===== config.mk =====
export PLATFORM = sky130hd
export DESIGN_NAME = fetch_arbiter
export DESIGN_NICKNAME = d
export VERILOG_FILES = /design/src/rtl/fetch_pkg.sv /design/src/rtl/ack_timer.sv /design/src/rtl/fetch_arbiter.sv
export SDC_FILE = /design/constraint.sdc
export NUM_CORES = 1
export LEC_CHECK = 0
export CORE_ASPECT_RATIO = 1.1
export CORE_MARGIN = 2
export CORE_UTILIZATION = 29
export DETAILED_ROUTE_END_ITERATION = 7
export HOLD_SLACK_MARGIN = 0.08
export PLACE_DENSITY = 0.66
export SKIP_CTS_REPAIR_TIMING = 1
export SYNTH_ARGS = -nofsm -noshare
export SYNTH_HDL_FRONTEND = slang
export SYNTH_SLANG_ARGS = --single-unit
export TNS_END_PERCENT = 1

===== constraint.sdc =====
create_clock -name clk -period 1.9 [get_ports clk]
set_clock_uncertainty 0.05 [all_clocks]
set_input_delay 0.38 -clock clk [delete_from_list [all_inputs] [get_ports clk]]
set_output_delay 0.38 -clock clk [all_outputs]
set_load 0.02 [all_outputs]

===== src/rtl/fetch_pkg.sv =====
// fetch_pkg: shared state encoding and word-width constants for the fetch arbiter
package fetch_pkg;
    localparam int INSTR_W = 19;
    typedef enum logic [2:0] {
        LOAD   = 3'd0,
        HOSTWR = 3'd1,
        FETCH  = 3'd2,
        EXEC   = 3'd3,
        FAULT  = 3'd4
    } state_t;
endpackage


===== src/rtl/ack_timer.sv =====
// ack_timer: counts memory wait cycles and flags the cycle that reaches TIMEOUT
//   clk, reset : clock and synchronous active-high reset
//   clear      : zero the count (no request outstanding, or acknowledged)
//   enable     : a request is waiting this cycle without an acknowledge
//   timeout    : this waiting cycle is the TIMEOUT-th in a row
module ack_timer #(
    parameter int TIMEOUT = 15
) (
    input  logic clk,
    input  logic reset,
    input  logic clear,
    input  logic enable,
    output logic timeout
);
    localparam int CW = $clog2(TIMEOUT + 1);
    logic [CW-1:0] cnt;
    always_ff @(posedge clk) begin
        if (reset || clear) cnt <= '0;
        else if (enable) cnt <= cnt + 1'b1;
    end
    // Flags during the last allowed wait cycle so an ack in that cycle still wins.
    assign timeout = enable && (cnt == CW'(TIMEOUT - 1));
endmodule


===== src/rtl/fetch_arbiter.sv =====
// fetch_arbiter: shares one instruction memory between host program load and CPU fetch
//   clk, reset            : clock and synchronous active-high reset
//   pc                    : CPU program counter (word address)
//   host_req/addr/wdata   : host write request; host_gnt pulses when accepted
//   host_done             : program load complete, release the CPU
//   mem_req/we/addr/wdata : memory request; mem_ack/mem_rdata : memory response
//   instruction           : registered instruction word for the CPU
//   cpu_hold, cpu_stall   : CPU reset and commit enable (low stall = commit)
//   err                   : sticky fault flag
module fetch_arbiter
    import fetch_pkg::*;
#(
    parameter int ADDR_W  = 8,
    parameter int TIMEOUT = 15
) (
    input  logic               clk,
    input  logic               reset,
    input  logic [31:0]        pc,
    input  logic               host_req,
    input  logic [ADDR_W-1:0]  host_addr,
    input  logic [INSTR_W-1:0] host_wdata,
    input  logic               host_done,
    output logic               host_gnt,
    output logic               mem_req,
    output logic               mem_we,
    output logic [ADDR_W-1:0]  mem_addr,
    output logic [INSTR_W-1:0] mem_wdata,
    input  logic               mem_ack,
    input  logic [INSTR_W-1:0] mem_rdata,
    output logic [INSTR_W-1:0] instruction,
    output logic               cpu_hold,
    output logic               cpu_stall,
    output logic               err
);
    state_t state, next;
    logic ret_fetch, done_pend, gnt_q, take_host, timed_out, wait_en;
    logic [ADDR_W-1:0] wr_addr;
    logic [INSTR_W-1:0] wr_data, instr_q;
    wire pc_ok = pc[31:ADDR_W] == '0;
    wire acked = mem_req && mem_ack;
    wire hold_st = state == LOAD || (state == HOSTWR && !ret_fetch);
    assign wait_en = mem_req && !mem_ack;
    ack_timer #(.TIMEOUT(TIMEOUT)) u_timer (
        .clk(clk),
        .reset(reset),
        .clear(!wait_en),
        .enable(wait_en),
        .timeout(timed_out)
    );
    always_comb begin
        next = state;
        take_host = 1'b0;
        case (state)
            // gnt_q marks the grant cycle; the host may still hold host_req then.
            LOAD: begin
                if (host_req && !gnt_q) begin
                    next = HOSTWR;
                    take_host = 1'b1;
                end else if (host_done || done_pend) next = FETCH;
            end
            HOSTWR: next = acked ? (ret_fetch ? FETCH : LOAD) : (timed_out ? FAULT : HOSTWR);
            FETCH: next = !pc_ok ? FAULT : (acked ? EXEC : (timed_out ? FAULT : FETCH));
            EXEC: begin
                next = host_req ? HOSTWR : FETCH;
                take_host = host_req;
            end
            FAULT: next = FAULT;
            default: next = LOAD;
        endcase
    end
    always_ff @(posedge clk) begin
        if (reset) begin
            state <= LOAD;
            instr_q <= '0;
            done_pend <= 1'b0;
            gnt_q <= 1'b0;
            ret_fetch <= 1'b0;
            wr_addr <= '0;
            wr_data <= '0;
        end else begin
            state <= next;
            gnt_q <= state == HOSTWR && acked;
            // Host fields are captured at acceptance so the request stays stable until ack.
            if (take_host) begin
                ret_fetch <= state == EXEC;
                wr_addr <= host_addr;
                wr_data <= host_wdata;
            end
            if (state == FETCH && acked) instr_q <= mem_rdata;
            done_pend <= (state == LOAD && next == FETCH) ? 1'b0 : (done_pend || (host_done && hold_st));
        end
    end
    assign host_gnt = gnt_q && !reset;
    assign mem_req = !reset && (state == HOSTWR || (state == FETCH && pc_ok));
    assign mem_we = !reset && state == HOSTWR;
    assign mem_addr = state == HOSTWR ? wr_addr : pc[ADDR_W-1:0];
    assign mem_wdata = wr_data;
    assign instruction = instr_q;
    assign cpu_hold = reset || hold_st;
    assign cpu_stall = reset || state != EXEC;
    assign err = state == FAULT;
endmodule


* Yosys cells after proc, flatten, opt, wreduce, memory -nomap -nowiden
Cells that the tools add are included.
Widths: inputs -> output; s select.
** Storage, ports and cells
- Logic and storage cells :: 57
- Output and inout bits :: 52
- Register bits :: 56
** Cells by class
- Multiplexer cells :: 13
- Reductions and logical operators :: 28
- Add/sub/neg operators :: 1
- Eq/ne operators :: 7
** Operators by type and width (count)
- $logic_not 24->1 :: 1
- $mux 3 :: 7
- $pmux 3 s5 :: 1
- $logic_and 1x1->1 :: 13
- $eq 3x2->1 const B :: 3
- $mux 8 :: 1
- $logic_or 1x1->1 :: 7
- $logic_not 1->1 :: 5
- $add 4x1->4 const B :: 1
- $eq 4x4->1 const B :: 1
- $mux 2 :: 2
- $eq 3x1->1 const B :: 1
- $eq 3x3->1 const B :: 1
- $logic_not 3->1 :: 1
- $ne 3x2->1 const B :: 1
- $pmux 1 s2 :: 1
- $reduce_or 2->1 :: 1
- $mux 1 :: 1

* Depth between registers and ports, before layout
Gate-level depths: netlist of run 1.
- Depth in word-level cells :: 13
- Depth in mapped cells :: 7

* By module
From an unflattened synthesis of run 1, not the netlist that was laid out.
** Second synthesis, totals
- Cell total of the unflattened synthesis :: 318
- Area, all modules :: 2607.5 µm²
** By module, submodules not included
- fetch_arbiter :: instances 1, sequential area each 1041.0 µm², area an instance 2406.1 µm², cells each 299
- ack_timer :: instances 1, sequential area each 80.1 µm², area an instance 201.4 µm², cells each 19

* Least setup slack after synthesis of run 1
OpenSTA, ideal clock, no wires.
- Path kind :: in2reg
- Start point :: input port pc[12]
- End point :: register instr_q[11] (netlist: instruction[11])
- Library setup time :: 0.132 ns
- Arrival :: 1.860 ns
- Setup slack :: -0.142 ns
- Buffers on the path :: 2
- Stages on the path :: 6
- Data required time :: 1.718 ns
- Path through :: or4_4 -> or4_4 -> buf_6 -> buf_8 -> o21ai_1 -> a21oi_1
** On the way
- Longest elaborated chain between the ends :: 6
** RTL lines
- start, declared :: RTL line fetch_arbiter.sv:18 : input logic [31:0] pc,
- $logic_not 24->1 :: RTL line fetch_arbiter.sv:39 : wire pc_ok = pc[31:ADDR_W] == '0;
- $logic_and 1x1->1 :: RTL line fetch_arbiter.sv:94 : assign mem_req = !reset && (state == HOSTWR || (state == FETCH && pc_ok));
- $logic_or 1x1->1 :: RTL line fetch_arbiter.sv:94
- $logic_and 1x1->1 :: RTL line fetch_arbiter.sv:94
- $logic_and 1x1->1 :: RTL line fetch_arbiter.sv:40 : wire acked = mem_req && mem_ack;
- $logic_and 1x1->1 :: RTL line fetch_arbiter.sv:89 : if (state == FETCH && acked) instr_q <= mem_rdata;
- end signal, assigned :: RTL line fetch_arbiter.sv:89
- end, declared :: RTL line fetch_arbiter.sv:38 : logic [INSTR_W-1:0] wr_data, instr_q;
Every way passes these cells.
A chain may end at the register's enable or synchronous reset.

* Worst setup path in the final report of run 1
- Start point :: input port pc[18]
- End point :: output port mem_req
** On the way
- Longest elaborated chain between the ends :: 4
** RTL lines
- $logic_not 24->1 :: RTL line fetch_arbiter.sv:39
- $logic_and 1x1->1 :: RTL line fetch_arbiter.sv:94
- $logic_or 1x1->1 :: RTL line fetch_arbiter.sv:94
- $logic_and 1x1->1 :: RTL line fetch_arbiter.sv:94
- end, declared :: RTL line fetch_arbiter.sv:24 : output logic mem_req,
Every way passes these cells.

==> summary.txt, run 1 <==
Floorplan
  – Initial Util: 29.9%
  – Row count: 34
  – Die area: 8910 sq um
  – Die height: 98.8 microns
  – Ports: 135
  – Core Area: 7910 sq um
  – DIE WIDTH: 90.2 microns

Yosys
  – Ranking of synthesized cells by area: dfxtp_1, a21oi_1, nand2_1, nand3_1, mux2_2
  – Yosys top cell by area: dfxtp_1
  – Yosys top cell area share: 47.3%
  – FFs w/ async S/R, synth: 0%
  – Post-Synth Adder-Cell Area: 1.06%
  – Sequential-to-total area share from yosys stat: 47.3%
  – Largest family of logic cells by synthesized area: simple AND/OR/NAND/NOR gates
  – Xor and xnor fraction of the mapped netlist area: 0.739%
  – Top_reg_cell synth: dfxtp_1
  – Gate Count Post-Synth: 289
  – Yosys cell types: 36
  – Synth Area in Simple Gates: 23.6%
  – EDFF count, synth: 0
  – Complex-gate fraction of the synthesized area: 18.2%
  – Syn Area/Cell: 8.20 sq um
  – Yosys warnings: 0
  – Post-synthesis mux area share: 4.22%
  – Syn_nets: 374
  – Seq cells post-synth: 56
  – Post-synthesis cell area: 2370 sq um

Worst setup path
  – Max stage delay on crit path: 550 ps
  – Worst Path Arrival: 1580 ps
  – CP Max Fanout: 2
  – Top delay family on crit path: simple AND/OR/NAND/NOR gates
  – Cells along the critical path: buf_6, or4_4, nor3_4, a21oi_4, nor2_1, buf_4
  – Worst path bufs/invs: 2
  – Critical path capture point type: primary output
  – Required @ worst endpoint: 1470 ps
  – Crit-path slowest cell: or4_4
  – Startpoint types: primary input
  – WS Path Type: in2out

Clock network
  – Sink Count: 56
  – Root buffer cell: clkbuf_8
  – Clk slew on worst S/H paths: 90 ps
  – CTS tree: yes
  – CTS HTree Levels: 2
  – Number of CTS-inserted buffers: 5
  – Clk_lat worst skew: 300 ps
  – CTS max path bufs: 2

Pwr
  – Comb power frac: 29.6%
  – Switch share: 27.7%
  – Switch Pwr: 763 uW
  – Peak VDD IR: 0.378 mV
  – Power share of the clock group: 24.3%
  – Sequential power share: 46.1%
  – Pint: 1990 uW
  – Final Total Pwr: 2750 uW
  – PwrDens: 632 nW/um^2
  – P_leak: 0.00180 uW

Hold path
  – Hold Path Class: reg2reg

STA
  – Fmax: 0.498 GHz
  – Rel. slew slack: 74.6%
  – Final worst path period share: 106%
  – Setup ws final: -107 ps
  – Finish-stage setup viols: 9
  – Hold Violations, Final: 0
  – Min Tclk post-route: 2010 ps
  – Worst-Margin Slew: 378 ps
  – Final Max Slew Viols: 0
  – Hold_ws: 409 ps
  – RSZ-0062 raised after global routing: true

Finish
  – Util after Layout: 55.1%
  – Synth-to-Final Area Change: 84.1%
  – Antenna Diode Count: 0
  – Nets: 533
  – Post-Layout Cell Count: 557
  – Share of layout cells above drive strength 1: 21.8%

Placed design
  – HPWL after DPL: 5.25 mm
  – GPL Wtd Cong: 0.847
  – Number of port buffers: 134
  – DP Cell Count: 541

Route
  – Initial drt markers: 97
  – DRC viols: 0
  – Routed WL per cell: 13.9 microns
  – Antenna-violating nets left: 0
  – Vias/cell: 4.72
  – Pre-antenna DRT Iters: 4
  – Via count: 2,629
  – Total wire length: 7.75 mm

Global route
  – Grt ovf: 0
  – Global-route wire length before repair: 11.4 mm
  – Number of global-route vias before repair: 2,510
  – Largest net degree at the start of global routing: 28
  – Total GRT Usage: 15.6%
  – Initial antenna violation count: 0

Outcome
  – Failing checks: negative setup slack
  – Outcome: finished with violations

Job
  – Max-Cap Viols: 0
==> sequential cells by signal (all words and copies together), names as in the netlist <==
register and count:
wr_addr 8, u_timer.cnt 4, instruction 19, ret_fetch 1
mem_wdata 19, gnt_q 1, state 3, done_pend 1
==> metal layers <==
layer	global-route usage [%]	wire length [microns]	share of wire (%)
met2	26.7	3810	49
met3	5.35	518	6.7
met5	0	0	0
met4	3.67	78	1.0
met1	18.9	3340	43
==> layout make-up <==
type / count / area [sq um]
flip-flops and latches: 56 / 1120
multi-input cells: 210 / 1300
clock buffers: 7 / 86.3
inverters: 3 / 11.3
fillers: 762 / 3550
well taps: 108 / 135
repair buffers: 172 / 1700
clock inverters: 1 / 7.51
==> tightest hold or removal path, delay by kind of cell (launching register included) <==
kind	cells	cell delay, ps
compound gates	1	50
simple gates	1	50
flops	1	320
==> stage by stage <==
| stage | cell area, sq um | setup slack (ps) | TNS, ps |
|---|---|---|---|
| floorplan | 2370 | -142 | -2030 |
| global placement | 4010 | -944 | -17890 |
| detailed placement | 4010 | -981 | -18890 |
| CTS | 4110 | -980 | -14790 |
| global route | 4360 | -166 | -1380 |
| finish | 4360 | -107 | -572 |
==> synthesized netlist by cell type (all sizes together), types with 2 or more instances <==
| cell | number |
|---|---|
| clkbuf | 16 |
| mux2 | 8 |
| or2 | 4 |
| nand2b | 3 |
| a211oi | 2 |
| a31oi | 2 |
| a21oi | 52 |
| nor3 | 4 |
| ha | 2 |
| nor2 | 3 |
| buf | 6 |
| or4 | 3 |
| nand3 | 20 |
| inv | 3 |
| and2 | 3 |
| nand2 | 55 |
| dfxtp | 56 |
| nand4 | 2 |
| o21ai | 21 |
| nor4 | 9 |
| nor2b | 5 |
==> cells by family (layout without fill, tap and decap cells) <==
group	after synthesis	count (layout)
AOI/OAI and AO/OA	81	81
DFF	56	56
muxes	9	9
buffers and inverters	25	183
xor gates and xnor gates	2	2
adders and majority gates	2	2
and+or+nand+nor	114	116
==> power groups by stage <==
stage          registers, uW  logic (uW)  clock network [uW]
3_5_place_dp            1300         758                   0
3_3_place_gp            1290         755                   0
4_1_cts                 1270         761                 706
5_1_grt                 1280         878                 749
2_1_floorplan           1340         263                   0
6_report                1270         815                 669
==> cells in the final DEF (no fill, tap or decap), types with 3 or more instances in the layout <==
master | synthesis | routed
dlymetal6s2s_1 | 0 | 22
mux2_4 | 0 | 8
clkbuf_8 | 0 | 6
dfxtp_1 | 56 | 55
o21ai_1 | 10 | 15
nor2b_1 | 5 | 3
a21oi_1 | 52 | 51
nand2b_1 | 3 | 3
clkdlybuf4s50_1 | 0 | 95
nand2_1 | 55 | 55
buf_4 | 0 | 37
or4_4 | 3 | 5
inv_1 | 3 | 3
nor4_2 | 0 | 3
o21ai_2 | 1 | 5
nor3_1 | 4 | 3
nand3_1 | 20 | 20
nor4_1 | 9 | 4
buf_6 | 1 | 11
or2_2 | 4 | 3
clkbuf_2 | 0 | 3
==> final timing paths <==
kind                 start             end  slack [ps]  cells after the start
max reg2reg       state[2]  instruction[6]         100                      8
min          mem_wdata[13]   mem_wdata[13]         410                      2
min reg2reg  mem_wdata[13]   mem_wdata[13]         410                      2
max                 pc[18]         mem_req        -110                      6
(Power assumes the default switching activity.)
==> inputs of run 2 (changes only) <==
--- a/config.mk
+++ b/config.mk
@@ -9,6 +9,7 @@
 export CORE_MARGIN = 2
 export CORE_UTILIZATION = 29
 export DETAILED_ROUTE_END_ITERATION = 7
+export GPL_TIMING_DRIVEN = 0
 export HOLD_SLACK_MARGIN = 0.08
 export PLACE_DENSITY = 0.66
 export SKIP_CTS_REPAIR_TIMING = 1
==> summary.txt, run 2 (same netlist as run 1, synthesis figures left out) <==
Outcome
  – Outcome: finished with violations
  – Failing checks: negative setup slack

STA
  – Fmax: 0.470 GHz
  – Final Max Slew Viols: 0
  – Final worst path period share: 112%
  – RSZ-0062 raised after global routing: true
  – Finish-stage setup viols: 18
  – Setup ws final: -229 ps
  – Min Tclk post-route: 2130 ps
  – Hold Violations, Final: 0
  – Worst-Margin Slew: 509 ps
  – Rel. slew slack: 66.1%

Global route
  – Grt ovf: 0
  – Global-route wire length before repair: 11.6 mm
  – Number of global-route vias before repair: 2,492
  – Largest net degree at the start of global routing: 16
  – Total GRT Usage: 15.6%
  – Initial antenna violation count: 0

Clock network
  – Root buffer cell: clkbuf_8
  – Clk slew on worst S/H paths: 90 ps
  – Clk_lat worst skew: 300 ps
  – Number of CTS-inserted buffers: 5
  – CTS max path bufs: 2
  – CTS HTree Levels: 2
  – Sink Count: 56
  – CTS tree: yes

Worst setup path
  – Worst Path Arrival: 1700 ps
  – Startpoint types: flip-flop
  – WP depth: 5
  – RR Endpoint: mem_wdata[4]
  – Top delay family on crit path: flip-flops
  – Max stage delay on crit path: 380 ps
  – Cells along the critical path: nor2b_4, and2_4, buf_4, mux2_2, clkbuf_2
  – CP Max Fanout: 7
  – Crit Reg-Reg Startpoint: state[1]
  – Required @ worst endpoint: 1470 ps
  – Critical path capture point type: primary output
  – WS Path Type: reg2out
  – Crit-path slowest cell: dfxtp_4
  – Worst path bufs/invs: 2
  – R2r setup slk: 60 ps
  – Worst-case reg-to-reg path depth: 5

Route
  – Pre-antenna DRT Iters: 4
  – DRC viols: 0
  – Initial drt markers: 99
  – Vias/cell: 4.68
  – Routed WL per cell: 13.6 microns
  – Total wire length: 7.36 mm
  – Via count: 2,524
  – Antenna-violating nets left: 0

Placed design
  – DP Worst Slack: -1070 ps
  – Placed instance area: 3840 sq um
  – HPWL after DPL: 5.27 mm
  – GPL Wtd Cong: 0.831
  – Number of port buffers: 133

Finish
  – Share of layout cells above drive strength 1: 15.3%
  – Final Cell Area: 4090 sq um
  – Synth-to-Final Area Change: 72.4%
  – Nets: 516
  – Commonest non-fill, non-tap cells in the layout: clkdlybuf4s50_1, nand2_1, dfxtp_1
  – Most common cell after layout, fill and taps aside: clkdlybuf4s50_1
  – Antenna Diode Count: 0

Hold path
  – HP Start: mem_wdata[17]
  – Hold endpoint: mem_wdata[17]
  – Hold Path Class: reg2reg
  – Hold path cells: 2

Floorplan
  – Core Area: 7910 sq um
  – DIE WIDTH: 90.2 microns
  – Row count: 34
  – Die area: 8910 sq um
  – Die height: 98.8 microns
  – Initial Util: 29.9%
  – Ports: 135

Pwr
  – PwrDens: 629 nW/um^2
  – Sequential power share: 49.7%
  – P_leak: 0.00167 uW
  – Switch Pwr: 728 uW
  – Comb power frac: 26.5%
  – Pint: 1840 uW
  – Peak VDD IR: 0.353 mV
  – Switch share: 28.3%
  – Power share of the clock group: 23.9%

Job
  – Max-Cap Viols: 0
run 2: cell types whose count changed in the layout (fill, tap and decap cells not counted), sizes merged:
cell           previous run  this run
clkbuf                   10        24
buf                      52        19
or4                       5         3
clkdlybuf4s50            95        94
clkinv                    0         1
clkinvlp                  1         0
dlymetal6s2s             22        26
run 2: worst max-delay path by stage:
stage / startpoint / to / slack (ps)
after detailed placement: pc[12] / mem_req / -1070
final: state[0] / mem_addr[2] / -230
after global routing: state[0] / mem_addr[1] / -310
after CTS: state[0] / mem_addr[7] / -1100
after global placement: pc[12] / mem_req / -1060
after floorplan: pc[13] / instruction[11] / -140
run 2: tightest hold or removal path: stages (launching register included):
cell and delay (ps):
dfxtp_1 320, nand2_1 50, a21oi_1 50
run 2: area by class of cell:
class                      count  area [sq um]
buffer                        21           125
multi-input combinational    208          1230
tap                          108           135
clock buffer                   6          72.6
fill                         797          3830
clock inverter                 1          5.00
sequential                    56          1130
timing repair buffer         136          1370
inverter                       3          11.3
run 2: power by group through the flow:
stage                     combinational (uW)  clock [uW]  sequential [uW]
after global routing                     744         668             1290
after detailed placement                 662           0             1300
after CTS                                667         641             1280
after global placement                   658           0             1300
final                                    681         613             1280
after floorplan                          263           0             1340
run 2: metrics by stage:
step           instances  power (uW)  utilization (%)  setup TNS (ps)  hold slack [ps]
2_1_floorplan        289        1600                -           -2030              383
3_3_place_gp         530        1960             48.5          -33060              391
3_5_place_dp         530        1960             48.5          -33850              396
4_1_cts              537        2580             49.5          -21830              409
5_1_grt              539        2700             51.6           -4890              426
6_report             539        2570             51.6           -1840              407
run 2: routing by layer:
| metal | vias up | wire length [microns] | GRT usage (%) |
|---|---|---|---|
| met4 | 0 | 89 | 3.08 |
| met1 | 1128 | 3040 | 18.1 |
| met2 | 100 | 3520 | 27.2 |
| met3 | 8 | 706 | 6.57 |
| li1 | 1288 | - | - |
| met5 | - | 0 | 0 |
==> inputs of run 3 (changes only) <==
--- a/config.mk
+++ b/config.mk
@@ -5,13 +5,14 @@
 export SDC_FILE = /design/constraint.sdc
 export NUM_CORES = 1
 export LEC_CHECK = 0
-export CORE_ASPECT_RATIO = 1.1
+export CORE_ASPECT_RATIO = 1.5
 export CORE_MARGIN = 2
 export CORE_UTILIZATION = 29
 export DETAILED_ROUTE_END_ITERATION = 7
 export GPL_TIMING_DRIVEN = 0
 export HOLD_SLACK_MARGIN = 0.08
-export PLACE_DENSITY = 0.66
+export PLACE_DENSITY = 0.75
+export SETUP_SLACK_MARGIN = 0.2
 export SKIP_CTS_REPAIR_TIMING = 1
 export SYNTH_ARGS = -nofsm -noshare
 export SYNTH_HDL_FRONTEND = slang
==> summary.txt, run 3 (same netlist as run 1, synthesis figures left out) <==
Clock network
  – CTS HTree Levels: 2
  – Sink Count: 56
  – CTS max path bufs: 2
  – Clk slew on worst S/H paths: 70 ps
  – Root buffer cell: clkbuf_16
  – CTS tree: yes
  – Number of CTS-inserted buffers: 5
  – Clk_lat worst skew: 290 ps

Worst setup path
  – Startpoint types: primary input
  – CP Max Fanout: 5
  – Critical path's most frequent cell: buf_6
  – Critical path launch point: pc[18]
  – Crit-path slowest cell: or4_4
  – Max stage delay on crit path: 560 ps
  – Crit Reg-Reg Startpoint: state[0]
  – Worst Path Arrival: 1600 ps
  – Cells along the critical path: buf_6, or4_4, nor3_4, a21oi_4, nor2_4, buf_6
  – Worst path bufs/invs: 2
  – WP depth: 6
  – WS Path Type: in2out
  – Required @ worst endpoint: 1470 ps
  – Top delay family on crit path: simple AND/OR/NAND/NOR gates
  – Critical path capture point type: primary output
  – Worst-case reg-to-reg path depth: 6

Floorplan
  – Row count: 40
  – Ports: 135
  – Initial Util: 29.8%
  – Die height: 115 microns
  – Core Area: 7960 sq um
  – DIE WIDTH: 77.8 microns
  – Die area: 8930 sq um

Route
  – Via count: 2,592
  – Vias/cell: 4.76
  – Total wire length: 7.66 mm
  – Antenna-violating nets left: 0
  – Pre-antenna DRT Iters: 4
  – Routed WL per cell: 14.1 microns
  – DRC viols: 0
  – Initial drt markers: 75

Global route
  – Largest net degree at the start of global routing: 16
  – Number of global-route vias before repair: 2,588
  – Total GRT Usage: 15.7%
  – Global-route wire length before repair: 11.4 mm
  – Initial antenna violation count: 0
  – Grt ovf: 0

STA
  – Final worst path period share: 107%
  – Hold Violations, Final: 0
  – Finish-stage setup viols: 19
  – Fmax: 0.492 GHz
  – Final Max Slew Viols: 0
  – Min Tclk post-route: 2030 ps
  – Setup TNS Final: -1280 ps
  – RSZ-0062 raised after global routing: true
  – Worst-Margin Slew: 493 ps
  – Rel. slew slack: 67.2%
  – Hold_ws: 401 ps
  – Setup ws final: -133 ps

Outcome
  – Failing checks: negative setup slack
  – Outcome: finished with violations

Finish
  – Most common cell after layout, fill and taps aside: clkdlybuf4s50_1
  – Synth-to-Final Area Change: 80.8%
  – Commonest non-fill, non-tap cells in the layout: clkdlybuf4s50_1, nand2_1, dfxtp_1
  – Multi-input gate area: 1240 sq um
  – Antenna Diode Count: 0
  – Nets: 523
  – Final Cell Area: 4290 sq um
  – Layout fillers: 719
  – Sequential Area: 1130 sq um
  – Post-Layout Cell Count: 544
  – Share of layout cells above drive strength 1: 18.7%

Hold path
  – Hold Path Class: reg2reg
  – Hold path cells: 2
  – HP Start: mem_wdata[16]

Placed design
  – DP Cell Count: 527
  – HPWL after DPL: 5.56 mm
  – GPL Wtd Cong: 0.772
  – Placed instance area: 3830 sq um
  – Number of port buffers: 133

Pwr
  – P_leak: 0.00210 uW
  – PwrDens: 679 nW/um^2
  – Final Total Pwr: 2910 uW
  – Peak VDD IR: 0.407 mV

Job
  – Max-Cap Viols: 0
==> run 3: cell types whose count changed in the layout (fill, tap and decap cells not counted), moves of 3 or more <==
cell,previous run,this run
buf_4,7,12
buf_6,5,11
clkbuf_16,0,5
clkbuf_8,5,1
clkdlybuf4s50_1,94,73
dlymetal6s2s_1,26,45
o21ai_1,7,4
o21ai_2,4,7
==> run 3: worst register-to-register path, cell delays in order, from the launching register on <==
cell      delay [ps]
dfxtp_4          350
buf_4            140
and2_1           180
o21ai_2          410
clkbuf_1         420
nand2_1          100
a21oi_1          160
==> run 3: final cells by class <==
class	instances	area share (%)
repair buffers	142	34.6
multi-input cells	208	29.0
flip-flops and latches	56	26.4
clock buffers	8	3.42
plain buffers	22	3.27
well taps	105	3.07
inverters	3	0.263
==> run 3: stage by stage <==
step | utilization (%) | worst slack [ps]
final | 53.9 | -133
after global routing | 53.9 | -190
after CTS | 50.0 | -1120
after detailed placement | 48.2 | -1120
after global placement | 48.2 | -1090
after floorplan | - | -142
==> run 3: worst paths after layout <==
check                                     end  slack [ps]
worst max-delay path                  mem_req        -130
worst min-delay path            mem_wdata[16]         400
worst max register to register  mem_wdata[17]          10
worst min register to register  mem_wdata[16]         400
==> run 3: power by group <==
| part | internal (uW) | total, uW | switching [uW] |
|---|---|---|---|
| sequential | 1240 | 1280 | 39.7 |
| combinational | 374 | 708 | 334 |
| clock | 527 | 926 | 399 |
==> run 3: per-layer routing <==
layer,vias to the layer above,track usage [%],wire length [microns]
li1,1299,-,-
met1,1190,15.7,2790
met2,91,29.9,4180
met3,12,4.97,530
met4,0,6.19,159
met5,-,0,0
